==> config.mk <==
export PLATFORM = sky130hd
export DESIGN_NAME = rtc_seg_alarm
export DESIGN_NICKNAME = d
export VERILOG_FILES = /design/src/rtl/rtc_pkg.sv /design/src/rtl/rtc_seg2bcd.sv /design/src/rtl/rtc_seg_alarm.sv
export SDC_FILE = /design/constraint.sdc
export NUM_CORES = 1
export LEC_CHECK = 0
export BUFFER_PORTS_ARGS = -buffer_cell sky130_fd_sc_hd__buf_4
export CELL_PAD_IN_SITES_DETAIL_PLACEMENT = 1
export CELL_PAD_IN_SITES_GLOBAL_PLACEMENT = 1
export CORE_UTILIZATION = 40
export CTS_BUF_LIST = sky130_fd_sc_hd__clkbuf_4 sky130_fd_sc_hd__clkbuf_8
export DETAILED_ROUTE_END_ITERATION = 10
export GPL_TIMING_DRIVEN = 0
export PLACE_DENSITY_LB_ADDON = 0.1
export SYNTH_ARGS = -nofsm -noshare
export SYNTH_HDL_FRONTEND = slang
export SYNTH_SLANG_ARGS = --single-unit
==> constraint.sdc <==
create_clock -name clk -period 15.1 [get_ports clk]
set_clock_uncertainty 0.05 [all_clocks]
set_input_delay 0.755 -clock clk [delete_from_list [all_inputs] [get_ports clk]]
set_output_delay 0.755 -clock clk [all_outputs]
set_load 0.02 [all_outputs]
==> src/rtl/rtc_pkg.sv <==
// Shared constants, types and helpers for the RTC segment decoder
// and alarm controller.
package rtc_pkg;

   localparam logic [6:0] SEG_0     = 7'b0000001;
   localparam logic [6:0] SEG_1     = 7'b1001111;
   localparam logic [6:0] SEG_2     = 7'b0010010;
   localparam logic [6:0] SEG_3     = 7'b0000110;
   localparam logic [6:0] SEG_4     = 7'b1001100;
   localparam logic [6:0] SEG_5     = 7'b0100100;
   localparam logic [6:0] SEG_6     = 7'b0100000;
   localparam logic [6:0] SEG_7     = 7'b0001111;
   localparam logic [6:0] SEG_8     = 7'b0000000;
   localparam logic [6:0] SEG_9     = 7'b0000100;
   localparam logic [6:0] SEG_BLANK = 7'b1111111;

   typedef enum logic [1:0] {
      ST_IDLE   = 2'd0,
      ST_ARMED  = 2'd1,
      ST_RING   = 2'd2,
      ST_SNOOZE = 2'd3
   } state_e;

   typedef struct packed {
      logic [3:0] h_m;
      logic [3:0] h_l;
      logic [3:0] m_m;
      logic [3:0] m_l;
   } hhmm_t;

   function automatic logic hhmm_ok(hhmm_t t);
      return (t.h_m <= 4'd2) && (t.h_l <= 4'd9) &&
             (t.h_m != 4'd2 || t.h_l <= 4'd3) &&
             (t.m_m <= 4'd5) && (t.m_l <= 4'd9);
   endfunction

   // Operand is always a validated hh:mm, so one wrap subtraction suffices.
   function automatic hhmm_t bcd_add_min(hhmm_t t, logic [5:0] add);
      logic [10:0] tot;
      logic [4:0]  hh;
      logic [5:0]  mm;
      hhmm_t       r;
      tot = 11'(t.h_m) * 11'd600 + 11'(t.h_l) * 11'd60 +
            11'(t.m_m) * 11'd10 + 11'(t.m_l) + 11'(add);
      if (tot >= 11'd1440) tot = tot - 11'd1440;
      hh = 5'(tot / 11'd60);
      mm = 6'(tot % 11'd60);
      r.h_m = 4'(hh / 5'd10);
      r.h_l = 4'(hh % 5'd10);
      r.m_m = 4'(mm / 6'd10);
      r.m_l = 4'(mm % 6'd10);
      return r;
   endfunction

endpackage

==> src/rtl/rtc_seg2bcd.sv <==
// Single-digit active-low seven-segment to BCD decoder.
// Unknown patterns decode to 4'hF with vld_o low.
module rtc_seg2bcd
   import rtc_pkg::*;
(
   input  logic [6:0] seg_i,
   output logic [3:0] bcd_o,
   output logic       vld_o
);

   always_comb begin
      bcd_o = 4'hF;
      vld_o = 1'b1;
      case (seg_i)
         SEG_0:   bcd_o = 4'd0;
         SEG_1:   bcd_o = 4'd1;
         SEG_2:   bcd_o = 4'd2;
         SEG_3:   bcd_o = 4'd3;
         SEG_4:   bcd_o = 4'd4;
         SEG_5:   bcd_o = 4'd5;
         SEG_6:   bcd_o = 4'd6;
         SEG_7:   bcd_o = 4'd7;
         SEG_8:   bcd_o = 4'd8;
         SEG_9:   bcd_o = 4'd9;
         default: vld_o = 1'b0;
      endcase
   end

endmodule

==> src/rtl/rtc_seg_alarm.sv <==
// Segment-to-BCD time recovery with seconds tick and an hh:mm alarm
// supporting acknowledge, snooze and ring timeout.
module rtc_seg_alarm
   import rtc_pkg::*;
#(
   parameter int unsigned SNOOZE_MIN = 5,
   parameter int unsigned RING_SECS  = 60
) (
   input  logic        clk,
   input  logic        rst,
   input  logic [6:0]  HR_M,
   input  logic [6:0]  HR_L,
   input  logic [6:0]  MIN_M,
   input  logic [6:0]  MIN_L,
   input  logic [6:0]  SEC_M,
   input  logic [6:0]  SEC_L,
   input  logic        alarm_en,
   input  logic        alarm_set,
   input  logic [15:0] alarm_hhmm,
   output logic        alarm_rdy,
   output logic        set_err,
   input  logic        ack,
   input  logic        snooze,
   output logic [23:0] time_bcd,
   output logic        time_valid,
   output logic        sec_tick,
   output logic        alarm_ring,
   output logic [1:0]  state
);

   logic [6:0]  seg_q [6];
   logic [3:0]  dig [6];
   logic [5:0]  dv;
   logic [23:0] dec_bcd;
   logic        dec_valid;
   logic [23:0] time_q;
   logic        valid_q, tick_q;

   state_e      state_q, state_d;
   hhmm_t       alarm_q, alarm_d, tgt_q, tgt_d, base, now_hm;
   logic        loaded_q, loaded_d, tgt_set_q, tgt_set_d;
   logic [7:0]  cnt_q, cnt_d;
   logic        rdy_q, err_q;
   logic        set_ok, set_good, hit;

   for (genvar g = 0; g < 6; g++) begin : g_dec
      rtc_seg2bcd u_dec (
         .seg_i (seg_q[g]),
         .bcd_o (dig[g]),
         .vld_o (dv[g])
      );
   end

   assign dec_bcd   = {dig[0], dig[1], dig[2], dig[3], dig[4], dig[5]};
   assign dec_valid = (&dv) && (dig[0] <= 4'd2) &&
                      (dig[0] != 4'd2 || dig[1] <= 4'd3) &&
                      (dig[2] <= 4'd5) && (dig[4] <= 4'd5);

   always_ff @(posedge clk or negedge rst) begin
      if (!rst) begin
         for (int i = 0; i < 6; i++) seg_q[i] <= SEG_BLANK;
         time_q  <= '0;
         valid_q <= 1'b0;
         tick_q  <= 1'b0;
      end else begin
         seg_q[0] <= HR_M;
         seg_q[1] <= HR_L;
         seg_q[2] <= MIN_M;
         seg_q[3] <= MIN_L;
         seg_q[4] <= SEC_M;
         seg_q[5] <= SEC_L;
         time_q   <= dec_bcd;
         valid_q  <= dec_valid;
         // A tick needs two consecutive valid samples.
         tick_q   <= dec_valid && valid_q &&
                     (dec_bcd[7:0] != time_q[7:0]);
      end
   end

   assign set_ok   = alarm_set && rdy_q;
   assign set_good = hhmm_ok(hhmm_t'(alarm_hhmm));
   assign now_hm   = hhmm_t'(time_q[23:8]);
   assign hit      = tick_q && valid_q && (time_q[7:0] == 8'h00);
   assign base     = tgt_set_q ? tgt_q : alarm_q;

   always_comb begin
      state_d   = state_q;
      alarm_d   = alarm_q;
      loaded_d  = loaded_q;
      tgt_d     = tgt_q;
      tgt_set_d = tgt_set_q;
      cnt_d     = cnt_q;
      if (set_ok && set_good) begin
         alarm_d   = hhmm_t'(alarm_hhmm);
         loaded_d  = 1'b1;
         tgt_d     = '0;
         tgt_set_d = 1'b0;
      end
      if (!alarm_en) begin
         state_d   = ST_IDLE;
         tgt_d     = '0;
         tgt_set_d = 1'b0;
         cnt_d     = '0;
      end else begin
         unique case (state_q)
            ST_IDLE:
               if (loaded_d) state_d = ST_ARMED;
            ST_ARMED:
               if (hit && now_hm == alarm_q) state_d = ST_RING;
            ST_RING:
               if (ack) begin
                  state_d = ST_ARMED;
                  cnt_d   = '0;
               end else if (snooze) begin
                  state_d   = ST_SNOOZE;
                  tgt_d     = bcd_add_min(base, 6'(SNOOZE_MIN));
                  tgt_set_d = 1'b1;
                  cnt_d     = '0;
               end else if (tick_q) begin
                  if (cnt_q == 8'(RING_SECS - 1)) begin
                     state_d = ST_ARMED;
                     cnt_d   = '0;
                  end else begin
                     cnt_d = cnt_q + 8'd1;
                  end
               end
            ST_SNOOZE:
               if (ack) state_d = ST_ARMED;
               else if (hit && now_hm == tgt_q) state_d = ST_RING;
            default: state_d = ST_IDLE;
         endcase
      end
   end

   always_ff @(posedge clk or negedge rst) begin
      if (!rst) begin
         state_q   <= ST_IDLE;
         alarm_q   <= '0;
         loaded_q  <= 1'b0;
         tgt_q     <= '0;
         tgt_set_q <= 1'b0;
         cnt_q     <= '0;
         rdy_q     <= 1'b1;
         err_q     <= 1'b0;
      end else begin
         state_q   <= state_d;
         alarm_q   <= alarm_d;
         loaded_q  <= loaded_d;
         tgt_q     <= tgt_d;
         tgt_set_q <= tgt_set_d;
         cnt_q     <= cnt_d;
         rdy_q     <= (state_d == ST_IDLE) || (state_d == ST_ARMED);
         err_q     <= set_ok && !set_good;
      end
   end

   assign time_bcd   = time_q;
   assign time_valid = valid_q;
   assign sec_tick   = tick_q;
   assign alarm_rdy  = rdy_q;
   assign set_err    = err_q;
   assign alarm_ring = (state_q == ST_RING);
   assign state      = state_q;

endmodule

======== After elaboration in Yosys (flattened, before gate mapping) ========
Cells that the tools add are included.
word-level totals
  register bits after elaboration ......... 114
  input bits .............................. 64
  output and inout port bits .............. 31
  logic and storage cells ................. 197
operators by class
  add/subtract/negate cells ............... 6
  $mul .................................... 3
  div/mod/pow operators ................... 6
  order comparisons ....................... 10
  equality and inequality tests ........... 66
  multiplexer cells ....................... 45
  reductions and logical operators ........ 38
operators by type and width
  cell                   number
  $pmux 4 s10            6
  $mux 16                6
  $eq 7x3->1 const B     12
  $eq 7x6->1 const B     12
  $eq 7x7->1 const B     12
  $reduce_or 10->1       6
  $mux 11                5
  $mux 8                 6
  $eq 7x1->1 const B     6
  $eq 7x4->1 const B     6
  $eq 7x5->1 const B     6
  $logic_not 7->1        6
  $eq 16x16->1           2
  $mux 2                 9
  $logic_and 1x1->1      17
  $le 4x2->1 const B     4
  $le 4x3->1 const B     3
  $mux 1                 12
  $add 11x10->11         1
  $add 11x3->11 const B  1
  $add 11x4->11          1
  $add 11x8->11          1
  $div 11x6->11 const B  1
  $ge 11x11->1 const B   1
  25 further kinds       32

======== Longest topological paths before layout ========
Gate-level depths: netlist of the first run.
  depth in word-level cells ............... 18
  mapped depth ............................ 39
  depth with buffers taken out ............ 35

======== Hierarchy ========
From an unflattened synthesis of the first run, not the netlist that was laid out.
unflattened totals
  cell total of the unflattened synthesis .. 872
  area, all modules ....................... 8774.7 µm²
modules (own cells, without submodules)
  module         times used  cells each  area each (µm²)  seq. area each (µm²)
  rtc_seg_alarm  1           716         7663.6           2906.5
  rtc_seg2bcd    6           26          185.2            0.0

======== Worst setup path after synthesis of the first run ========
Ideal clock, no wire load.
  path kind ............................... register to register
  start point ............................. reg tgt_set_q
  end point ............................... reg tgt_q[1] in the netlist's numbering
  setup time .............................. 0.087 ns
  arrival time ............................ 8.898 ns
  data required time ...................... 14.963 ns
  slack ................................... 6.065 ns
  stages on the path, launching flop included .. 36
  path buffers ............................ 4
  clock period less this slack ............ 9.035 ns
  cells stage by stage .................... dfrtp_1 -> buf_2 -> buf_1 -> mux2i_1 -> inv_1 -> fa_1 -> fa_1 -> inv_1 -> fa_1 -> inv_1 -> fa_1 -> ha_1 -> ha_1 -> nor2_1 -> nor2_1 -> xor2_1 -> inv_1 -> ha_1 -> clkbuf_1 -> o31a_1 -> o31ai_2 -> nor2_1 -> clkbuf_1 -> o221ai_1 -> nand2_1 -> a21oi_2 -> mux2_2 -> nor3b_1 -> nand2_1 -> and2_1 -> ha_1 -> nand4_1 -> o221ai_2 -> or4_1 -> a41o_1 -> o211ai_1
RTL lines
  item                      RTL line              RTL
  start: declaration        rtc_seg_alarm.sv:41   logic loaded_q, loaded_d, tgt_set_q, tgt_set_d;
  start signal: assignment  rtc_seg_alarm.sv:150  tgt_set_q <= tgt_set_d;
  end signal: assignment    rtc_seg_alarm.sv:149  tgt_q <= tgt_d;
  end: declaration          rtc_seg_alarm.sv:40   hhmm_t alarm_q, alarm_d, tgt_q, tgt_d, base, now_hm;

==> flow_summary.yaml, run 1 <==
status:
  outcome: "complete, no violations"
worst_setup_path:
  slowest_delay_ns: 0.56
  critPathCaptureType: "register"
  required_ns: 15.36
  cp_max_fo: 10
  cp.arrival_ns: 11.17
  cpMostUsedCell: "inv_1"
  crit_type: "reg2reg"
  crit_slowest_cell: "buf_1"
  worst_setup_path_start_kind: "register"
  reg2reg_depth: 37
sta:
  tightest_slew_ns: 1.11
  setup_violations: 0
  finalCritPeriodShare: 0.723
  period_needed_ns: 10.91
  maxSlewHeadroom: 0.256
  max_freq_ghz: 0.0917
  fin_setup_tns_ns: 0
  rsz0062_at_grt: "false"
  final_hold_viol_count: 0
  timing.final.max_slew_violations: 0
clock_tree:
  cts_resized: 0
  cts_setup_buffers: 0
  cts_root_buf: "clkbuf_8"
  postCtsHoldBufs: 0
  numCtsBuffers: 17
  h-tree-depth: 4
  insertion_delay_ns: 0.46
  cts_tree: "built"
  cts.sinks: 114
  clk_pin_slew_ns: 0.09
  clockBufferDepth: 2
logic_synthesis:
  synth_warnings: 0
  synth_flop_cell: "dfrtp_1"
  synth_top_cell_by_area: "dfrtp_1"
  syn-num-nets: 1097
  yosysSeqAreaShare: 0.334
  synth_cell_type_count: 95
  avgSynthCellArea_um2: 9.04
  synth_area_um2: 8700
  async_flop_share: 1.00
  synth_common_cells: "108 x nand2_1, 71 x dfrtp_1, 62 x nor2_1"
  yosys-top-cells-area: "dfrtp_1 20%, dfstp_2 13%, ha_1 7.9%"
  synth_edf_count: 0
  synth.top_cell.area_share: 0.204
  yosysMostFrequentCell: "nand2_1"
  synth-seq-cells: 114
  synth_cells: 963
final_layout:
  layout-drive-gt1-share: 0.207
  diodes: 0
  nNetsFinal: 1211
  multiInputGateArea_um2: 5490
  ff_latch_area_um2: 2910
  nFillCells: 2499
  syn2layout_area_growth_pct: 17.0
  fin_cells: 1365
floorplanning:
  initial_core_util: 0.411
  io_pins: 95
  rows: 53
  die_area_um2: 22400
  core_area_um2: 21200
  die_y_um: 150
  die_x_um: 150
job:
  cap_violations: 0
route:
  ant_nets: 0
  wl_um: 25200
  wl_per_cell_um: 18.4
  viasPerCell: 5.69
  vias: 7762
  drt_iter0_markers: 280
  drc: 0
  first_pass_iters: 5
grt:
  antenna_found_initial: 0
  grt_usage: 0.234
  grt_first_pass_wirelength_um: 41100
  first_global_vias: 7899
  grt_max_degree: 76
  gr-total-overflow: 0
placed_design:
  port_buffers: 94
  place_inst: 1333
  hpwl_um: 19600
  gp_congestion: 0.845
hold_path:
  hold_path.class: "in2async"
==> sequential cells by signal, indices dropped and copies added, names as in the netlist <==
name        count
seg_q          42
time_bcd       24
alarm_q        16
tgt_q          16
cnt_q           8
state           2
alarm_rdy       1
loaded_q        1
sec_tick        1
set_err         1
tgt_set_q       1
time_valid      1
==> stage by stage <==
step           instance area [um^2]   util  worst slack [ns]  hold WS [ns]
2_1_floorplan                  8700      -              6.06         0.376
3_3_place_gp                   9750  0.461              4.33         0.394
3_5_place_dp                   9780  0.462              4.22         0.398
4_1_cts                       10200  0.481              4.18         0.232
5_1_grt                       10200  0.481              3.41         0.236
6_report                      10200  0.481              4.19         0.227
==> layout by cell type (no fill, tap or decap), types with 9 or more instances in the layout <==
| cell type | netlist | layout |
|---|---|---|
| o21ai_1 | 12 | 12 |
| dfrtp_1 | 71 | 71 |
| dfstp_2 | 43 | 43 |
| a31oi_1 | 9 | 9 |
| nor4_1 | 15 | 15 |
| xnor2_1 | 36 | 36 |
| nor3_1 | 28 | 28 |
| nand2_1 | 108 | 108 |
| xor2_1 | 31 | 31 |
| a21oi_1 | 46 | 46 |
| o31ai_1 | 9 | 9 |
| and3_1 | 22 | 22 |
| o21ai_0 | 46 | 46 |
| clkbuf_8 | 0 | 17 |
| fa_1 | 15 | 15 |
| clkbuf_1 | 18 | 18 |
| o211ai_1 | 11 | 11 |
| ha_1 | 55 | 55 |
| nand3_1 | 32 | 32 |
| nand2b_1 | 9 | 9 |
| and2_1 | 9 | 9 |
| nor2_1 | 62 | 62 |
| nand4_1 | 26 | 26 |
| mux2i_1 | 18 | 18 |
| inv_1 | 52 | 52 |
| buf_4 | 1 | 95 |
==> critical path, delay by kind of cell (launching register included) <==
kind,cells,cell delay (ns)
AO/OA/AOI/OAI,11,2.48
XOR/XNOR,1,0.48
adder cells (fa/ha/maj),8,3.13
buffers and inverters,9,2.04
flip-flops,1,0.33
multiplexers,3,1.28
AND/OR/NAND/NOR,5,0.97
==> metal layers <==
| layer | up-vias | share of wire | GRT usage |
|---|---|---|---|
| met5 | - | 0 | 0 |
| met4 | 0 | 0.013 | 0.0541 |
| met3 | 23 | 0.029 | 0.0418 |
| met2 | 106 | 0.48 | 0.393 |
| met1 | 3857 | 0.47 | 0.309 |
| li1 | 3776 | - | - |
==> cell type report <==
class / instances / share of cell area
buffer: 26 / 0.0107
clock buffer: 17 / 0.0230
clock inverter: 15 / 0.0167
inverter: 53 / 0.0195
multi-input combinational: 770 / 0.539
sequential: 114 / 0.285
tap: 275 / 0.0338
timing repair buffer: 95 / 0.0720
==> worst paths after layout <==
kind                             end  slack (ns)      start
min in group clk            seg_q[5]        0.35   SEC_L[5]
min                         cnt_q[4]        0.23        rst
max                         tgt_q[4]        4.19  tgt_set_q
max in group asynchronous  alarm_rdy       13.94        rst
min reg2reg                 cnt_q[5]        0.43   cnt_q[5]
max reg2reg                 tgt_q[4]        4.19  tgt_set_q
==> cell families after synthesis <==
logic type      count (synthesis)  share of synthesized area
compound gates                239                      0.192
xor+xnor                       69                     0.0732
fa+ha+maj                      70                      0.114
buf+inv                        79                     0.0354
flops                         114                      0.334
mux                            31                     0.0401
simple gates                  361                      0.211
Power of run 1 is not shown: default switching activity piles up to over one toggle a cycle in this logic, so the estimate is an artifact.
==> inputs of run 2 (changes only) <==
==> constraint.sdc (replaced) <==
create_clock -name clk -period 11.2 [get_ports clk]
set_clock_uncertainty 0.05 [all_clocks]
set_input_delay 0.56 -clock clk [delete_from_list [all_inputs] [get_ports clk]]
set_output_delay 0.56 -clock clk [all_outputs]
set_load 0.02 [all_outputs]
==> flow_summary.yaml, run 2 (same netlist as run 1, synthesis figures left out) <==
grt:
  grt_max_degree: 76
  antenna_found_initial: 0
  grt_first_pass_wirelength_um: 41100
  grt_usage: 0.234
  gr-total-overflow: 0
  first_global_vias: 7899
placed_design:
  place_inst: 1333
  hpwl_um: 19600
  gp_congestion: 0.845
  port_buffers: 94
worst_setup_path:
  cpMostUsedCell: "inv_1"
  slowest_delay_ns: 0.55
  critPathCaptureType: "register"
  r2r-start: "tgt_set_q"
  worst_setup_path_start_kind: "register"
  crit_type: "reg2reg"
  cp.arrival_ns: 10.65
  crit_slowest_cell: "fa_1"
  crit_start: "tgt_set_q"
  required_ns: 11.46
  cp_max_fo: 17
sta:
  rsz0062_at_grt: "false"
  timing.final.max_slew_violations: 0
  fin_setup_tns_ns: 0
  tightest_slew_ns: 1.11
  max_freq_ghz: 0.0963
  period_needed_ns: 10.39
  final_hold_viol_count: 0
  finalCritPeriodShare: 0.927
  setup_violations: 0
  maxSlewHeadroom: 0.256
floorplanning:
  core_area_um2: 21200
  die_x_um: 150
  rows: 53
  die_y_um: 150
  die_area_um2: 22400
  io_pins: 95
  initial_core_util: 0.411
status:
  outcome: "complete, no violations"
clock_tree:
  cts.sinks: 114
  clk_pin_slew_ns: 0.09
  clockBufferDepth: 2
  cts_root_buf: "clkbuf_8"
  insertion_delay_ns: 0.46
  postCtsHoldBufs: 0
  cts_tree: "built"
  numCtsBuffers: 17
  h-tree-depth: 4
hold_path:
  hold_path.class: "in2async"
final_layout:
  layout_common_cells: "108 x nand2_1, 95 x buf_4, 71 x dfrtp_1, 62 x nor2_1, 55 x ha_1"
  ff_latch_area_um2: 2910
  fin_util: 0.482
  layout-drive-gt1-share: 0.208
  regMostFlops: "seg_q"
  nFillCells: 2497
  multiInputGateArea_um2: 5500
  fin_cells: 1364
  syn2layout_area_growth_pct: 17.1
  final_common_cell: "nand2_1"
  largest_reg_flops: 42
  nNetsFinal: 1210
  diodes: 0
route:
  wl_per_cell_um: 18.4
  drc: 0
  vias: 7788
  drt_iter0_markers: 290
  viasPerCell: 5.71
  ant_nets: 0
  first_pass_iters: 4
  wl_um: 25100
job:
  cap_violations: 0
-- run 2: cell types whose count changed in the layout (fill, tap and decap cells not counted) --
cell / change
a31oi_1: -1
a31oi_2: +1
buf_1: -1
-- run 2: path summary, 6_finish.rpt --
kind / end / slack (ns) / cells past startpoint
max in group asynchronous: seg_q[32] / 10.26 / 2
min in group clk: seg_q[5] / 0.15 / 1
worst min register to register: cnt_q[5] / 0.43 / 1
worst max register to register: tgt_q[4] / 0.81 / 36
worst min-delay path: cnt_q[4] / 0.03 / 1
worst max-delay path: tgt_q[4] / 0.81 / 36
-- run 2: stage by stage --
step	hold slack [ns]	cell area, um^2	setup WS, ns
2_1_floorplan	0.214	8700	2.16
3_3_place_gp	0.394	9750	0.431
3_5_place_dp	0.398	9780	0.318
4_1_cts	0.0371	10200	0.280
5_1_grt	0.0414	10200	0.0801
6_report	0.0275	10200	0.812
-- run 2: area by class of cell --
type                       count  share of cell area
inverter                      53              0.0195
tap                          275              0.0338
clock buffer                  17              0.0230
clock inverter                15              0.0167
timing repair buffer          95              0.0720
buffer                        25              0.0103
sequential                   114               0.285
multi-input combinational    770               0.539
-- run 2: timing repair --
| item | 4_1_cts | 5_1_grt |
|---|---|---|
| gates resized for setup | 0 | 1 |
| setup endpoints to repair | 0 | 5 |
| buffers inserted | 0 | 0 |
-- run 2: worst max-delay path: cells and delay by family, from the launching register on --
family                   cells  cell delay, ns
XOR/XNOR                     1            0.47
flip-flops                   1            0.33
AND/OR/NAND/NOR              5            0.96
buffers and inverters        8            1.62
multiplexers                 3            1.29
AO/OA/AOI/OAI               11            2.38
adder cells (fa/ha/maj)      8            3.12
-- run 2: routing by layer --
metal	GRT usage	part of all wire	vias up
met3	0.0418	0.030	24
met5	0	0	-
met1	0.309	0.47	3871
li1	-	-	3772
met4	0.0541	0.013	0
met2	0.393	0.48	121
Power of run 2 is left out for the same reason.
